### src/rtl/led_pwm_driver.sv
// Four-channel LED PWM driver. A prescaler and a 4-bit phase counter set the period.
// Duty writes are held in one pending slot and only reach the active registers at a period wrap.
module led_pwm_driver #(
  parameter int PRESCALE = 4,
  parameter int NCH      = 4
) (
  input  logic       clk,
  input  logic       rst,
  input  logic       duty_valid,
  output logic       duty_ready,
  input  logic [1:0] duty_ch,
  input  logic [3:0] duty_data,
  output logic [3:0] led,
  output logic       period_start
);

  localparam int PW = (PRESCALE > 1) ? $clog2(PRESCALE) : 1;
  localparam logic [PW-1:0] PRE_MAX = PW'(PRESCALE - 1);

  logic [PW-1:0] pre_q, pre_d;
  logic [3:0]    phase_q, phase_d;
  logic [3:0]    duty_q [NCH];
  logic [3:0]    duty_d [NCH];
  logic          pending_q, pending_d;
  logic [1:0]    pend_ch_q, pend_ch_d;
  logic [3:0]    pend_data_q, pend_data_d;
  logic [3:0]    led_q, led_d;
  logic          ps_q, ps_d;
  logic          tick, wrap, accept;

  always_comb begin
    tick        = (pre_q == PRE_MAX);
    wrap        = tick && (phase_q == 4'd15);
    accept      = duty_valid && !pending_q;
    pre_d       = tick ? '0 : pre_q + 1'b1;
    phase_d     = phase_q + {3'b000, tick};
    duty_d      = duty_q;
    pending_d   = pending_q;
    pend_ch_d   = pend_ch_q;
    pend_data_d = pend_data_q;
    // Commit and accept are exclusive: accept needs an empty slot, commit needs a full one.
    if (wrap && pending_q) begin
      duty_d[pend_ch_q] = pend_data_q;
      pending_d         = 1'b0;
    end
    if (accept) begin
      pending_d   = 1'b1;
      pend_ch_d   = duty_ch;
      pend_data_d = duty_data;
    end
    for (int i = 0; i < NCH; i++) begin
      led_d[i] = (phase_q < duty_q[i]);
    end
    ps_d = wrap;
  end

  always_ff @(posedge clk or posedge rst) begin
    if (rst) begin
      pre_q       <= '0;
      phase_q     <= 4'd0;
      for (int i = 0; i < NCH; i++) begin
        duty_q[i] <= 4'd0;
      end
      pending_q   <= 1'b0;
      pend_ch_q   <= 2'd0;
      pend_data_q <= 4'd0;
      led_q       <= 4'd0;
      ps_q        <= 1'b0;
    end else begin
      pre_q       <= pre_d;
      phase_q     <= phase_d;
      duty_q      <= duty_d;
      pending_q   <= pending_d;
      pend_ch_q   <= pend_ch_d;
      pend_data_q <= pend_data_d;
      led_q       <= led_d;
      ps_q        <= ps_d;
    end
  end

  assign duty_ready   = !pending_q;
  assign led          = led_q;
  assign period_start = ps_q;

endmodule

### config.mk
export PLATFORM = sky130hd
export DESIGN_NAME = led_pwm_driver
export DESIGN_NICKNAME = d
export VERILOG_FILES = /design/src/rtl/led_pwm_driver.sv
export SDC_FILE = /design/constraint.sdc
export NUM_CORES = 1
export LEC_CHECK = 0
export CAP_MARGIN = 20
export CORE_ASPECT_RATIO = 1.2
export CORE_MARGIN = 8
export CORE_UTILIZATION = 56
export DETAILED_ROUTE_END_ITERATION = 6
export GPL_TIMING_DRIVEN = 0
export PLACE_DENSITY = 0.88
export SLEW_MARGIN = 20
export SYNTH_ARGS = -nofsm -noshare
export SYNTH_HDL_FRONTEND = slang
export SYNTH_SLANG_ARGS = --single-unit
### constraint.sdc
create_clock -name clk -period 1.6 [get_ports clk]
set_input_delay 0.4 -clock clk [delete_from_list [all_inputs] [get_ports clk]]
set_output_delay 0.4 -clock clk [all_outputs]
set_load 0.01 [all_outputs]
# Word level (Yosys, flattened, before mapping)
# Cells that the tools add are included.
dict set report word_totals {
  mem_count 0
  latch_bits 0
  register_bits 34
  out_inout_bits 6
  ramBits 0
  romBits 0
}
dict set report op_classes {
  bitwise_logic 1
  multipliers 0
  addsub 2
  shifts 0
  div 0
  order_cmp 6
  eq_ne 2
  mux 6
  n_reduce_logical 6
}
# operator count
set op_table {}
lappend op_table {{16-bit bitwise mux} 1}
lappend op_table {{4-bit less-than comparator} 4}
lappend op_table {{4-bit demux with 2-bit select} 1}
lappend op_table {{4-bit by 1-bit adder with 4-bit output} 1}
lappend op_table {{4-bit equality test (second input constant)} 1}
lappend op_table {{1-bit logical AND} 4}
lappend op_table {{4-bit 2-to-1 mux} 1}
lappend op_table {{3-bit >= comparator (second input constant)} 1}
lappend op_table {{3-bit by 1-bit less-than comparator with 1-bit output (second input constant)} 1}
lappend op_table {{2-bit NOT with 3-bit output} 1}
lappend op_table {{2-bit by 1-bit adder with 2-bit output (second input constant)} 1}
lappend op_table {{2-bit equality test (second input constant)} 1}
lappend op_table {{1-bit 2-to-1 mux} 2}
lappend op_table {{2-bit 2-to-1 mux} 1}
lappend op_table {{2-bit nonzero test} 1}
lappend op_table {{1-bit logical NOT} 1}

# Logic depth before layout (Yosys ltp)
dict set report depth {
  depth_word 6
  mapped_depth 4
}

# Least setup slack after synthesis
# OpenSTA, ideal clock, no wires.
dict set report synth_timing {
  path_kind {register to register}
  startpoint {register pre_q[0]}
  endpoint {register duty_q[0] (netlist name)}
  t_required_ns 1.475
  stages_incl_launch_ff 5
  n_path_buf 0
  arrival_ns 1.312
  setup_slack_ns 0.164
  synth_period_minus_slack_ns 1.436
  cell_sequence {dfrtp_1 > ha_1 > and4_1 > and2_4 > mux2_2}
}
dict set report synth_via {
  elab_chain_cells 3
}
# item line_no
set synth_rtl {}
lappend synth_rtl {{start, declared} 20} ;# logic [PW-1:0] pre_q, pre_d;
lappend synth_rtl {{start signal, assigned} 70} ;# pre_q <= pre_d;
lappend synth_rtl {{2-bit equality test} 32} ;# tick = (pre_q == PRE_MAX);
lappend synth_rtl {{1-bit logical AND} 33} ;# wrap = tick && (phase_q == 4'd15);
lappend synth_rtl {{1-bit logical AND} 42} ;# if (wrap && pending_q) begin
lappend synth_rtl {{end signal, assigned} 72} ;# duty_q <= duty_d;
lappend synth_rtl {{end, declared} 22} ;# logic [3:0] duty_q [NCH];
# No other way between the ends.
# A chain may end at the register's enable or synchronous reset.

# Final worst setup path
# Same ends and word-level chain as after synthesis.

==> results.json <==
{
  "grt_setup_unrepaired": "false",
  "seq_area_frac_synth_pct": 53.42,
  "worstMarginPinSlew_ps": 692.1,
  "global_route.usage.met3_pct": 4.066,
  "path_cells": "ha_2 > and4_1 > and2_4 > mux2_2",
  "numCtsBuffers": 5,
  "fin_crit_ps": 1533,
  "arrival_ps": 1770,
  "worst_setup_path_start_kind": "flop",
  "slew-limit-headroom_pct": 53.79,
  "vias": 956,
  "dp_slack_ps": -19.46,
  "drive_gt1_share_pct": 27.59,
  "synthXorXnorAreaFrac_pct": 1.100,
  "die_area_mm2": 0.004814,
  "dp.cells": 170,
  "synth_compound_area_share_pct": 4.870,
  "worstSkewPairLatency_ps": 340,
  "final_util_pct": 66.67,
  "grt_pass1_vias": 1067,
  "wl_um": 2855,
  "met2_usage_pct": 22.68,
  "critPathKind": "reg -> reg",
  "hold_viol": 0,
  "cts_hold_buffers": 0,
  "port_buffers": 14,
  "fp.dieH_um": 74.42,
  "synth_simple_gate_area_share_pct": 9.662,
  "hp-start": "pre_q[0]",
  "worstHoldEndpoint": "pre_q[0]",
  "antenna_found_initial": 0,
  "final_cell_area_mm2": 0.001839,
  "crit_fanout": 7,
  "coreArea_mm2": 0.002759,
  "gr-total-overflow": 0,
  "num_rows": 21,
  "cp_top_family": "simple AND/OR/NAND/NOR gates",
  "crit_slowest_cell": "dfrtp_1",
  "fmax_mhz": 652.2,
  "timing.clock.skew_ps": 10.19,
  "worst-r2r-cell-count": 4,
  "cts.sinks": 34,
  "powerDensity_mw_per_mm2": 772.7,
  "r2r_start": "pre_q[0]",
  "drv_slew": 0,
  "grt_max_degree": 35,
  "status": "complete, no violations",
  "drc": 0,
  "holdPathStages": 1,
  "area_delta_synth_final_pct": 15.47,
  "grt_use_met1_pct": 14.55,
  "setup_slack_ps": 66.71,
  "hold_path_class": "reg -> reg",
  "power.leakage_nw": 0.9010,
  "clk_pin_slew_ps": 100,
  "synth_fa_ha_area_share_pct": 11.78,
  "syn_area_mm2": 0.001593,
  "setup_tns_ps": 0,
  "hold_ws_ps": 447.0,
  "cp-end-kind": "flop",
  "drtIter0Drc": 12,
  "grt_util_all_layers_pct": 13.41,
  "cts_tree": "yes",
  "maxCapViolCount": 0,
  "r2r-end": "duty_q[0]",
  "ir_drop_mv": 0.8525,
  "vias_per_cell": 5.341,
  "wl_per_cell_um": 15.95,
  "place.gp.congestion": 0.7617,
  "cts.path.max_buffers": 2,
  "syn-instance-count": 122,
  "worst-path-buf-inv": 0,
  "grt_busiest_layer": "met2",
  "instances_no_fill": 179,
  "drtAntennaViolNets": 0,
  "hpwl_um": 2144,
  "io_pins": 15,
  "nets": 168,
  "syn_area_per_cell_um2": 13.06,
  "dr.pass1.iters": 5,
  "place_area_mm2": 0.001775,
  "antenna_cells": 0,
  "root_buffer": "clkbuf_4",
  "rrSetupSlack_ps": 70,
  "synth_top_family_by_area": "multiplexers",
  "slowest_delay_ps": 370,
  "synth_seq_cells": 34,
  "cp_data_required_time_ps": 1840,
  "cts_htree_levels": 2,
  "fin_crit_sh_pct": 95.83,
  "setup_viol": 0,
  "die_w_um": 64.69,
  "grt_pass1_wl_um": 4947,
  "final_cell_mix": "dfrtp_1, mux2_2, ha_1",
  "muxShareOfSynthArea_pct": 15.55,
  "synth.lib_cells_used.distinct": 21,
  "syn-num-nets": 146,
  "yosys_warnings": 0,
  "start_util_pct": 57.73,
  "fin_total_pwr_mw": 1.421,
  "mostFrequentLayoutCell": "dfrtp_1"
}
[cell families (layout without fill, tap and decap cells)]
kind of cell,count (synthesis),count (layout)
AOI/OAI and AO/OA,13,13
muxes,22,22
and+or+nand+nor,21,21
adders and majority gates,15,15
xor gates and xnor gates,2,2
DFF,34,34
buffers and inverters,15,38
[how the worst max path moves through the flow]
stage,startpoint,end,slack (ps),cells after the start
after floorplan,pre_q[0],duty_q[0],160,4
after global placement,rst,duty_q[2],-230,2
after detailed placement,duty_valid,pend_data_q[3],-20,4
after CTS,pre_q[0],duty_q[1],70,4
after global routing,pre_q[0],duty_q[1],20,4
final,pre_q[0],duty_q[0],70,4
[registers in the layout (all words and copies together) (netlist names)]
| register | flops |
|---|---|
| pend_ch_q | 2 |
| phase_q | 4 |
| pending_q | 1 |
| pre_q | 2 |
| pend_data_q | 4 |
| duty_q | 16 |
| period_start | 1 |
| led | 4 |
[cells in the mapped netlist]
master | n | area [um^2]
and4_4 | 1 | 11.26
and2_2 | 1 | 7.510
nand4_2 | 2 | 25.02
xnor2_1 | 1 | 8.760
and2_4 | 1 | 8.760
o21bai_1 | 1 | 7.510
buf_2 | 1 | 5.000
and4_1 | 1 | 8.760
nand2_1 | 4 | 15.01
nor2b_1 | 3 | 18.77
dfrtp_1 | 34 | 850.8
o21a_1 | 4 | 30.03
nor2_1 | 2 | 7.510
nand4_4 | 1 | 21.27
mux2_2 | 22 | 247.7
nand2b_1 | 4 | 25.02
a21oi_1 | 8 | 40.04
nand3_1 | 1 | 5.000
inv_1 | 14 | 52.55
ha_1 | 15 | 187.7
xor2_1 | 1 | 8.760
[metal layers]
layer	wire length, um	part of all wire, %
met5	0	0
met4	81	2.8
met3	100	3.5
met2	1529	54
met1	1143	40
[repair_timing]
item                                    CTS  global route
endpoints found under the setup margin   10             0
setup buffers                             1             0
gates resized for setup                   8             0
[report_power, final]
group,switching (mW),internal [mW]
logic,0.0228,0.0248
registers,0.0115,0.866
clock network,0.283,0.213
total,0.317,1.10
[final cells by class]
| cell class | count | area (um^2) |
|---|---|---|
| multi-input combinational | 73 | 686.9 |
| sequential | 34 | 852.1 |
| buffer | 1 | 5.005 |
| fill | 217 | 919.6 |
| timing repair buffer | 15 | 140.1 |
| inverter | 14 | 52.55 |
| clock inverter | 1 | 5.005 |
| tap | 34 | 42.54 |
| clock buffer | 7 | 55.05 |
(Power assumes the default switching activity.)
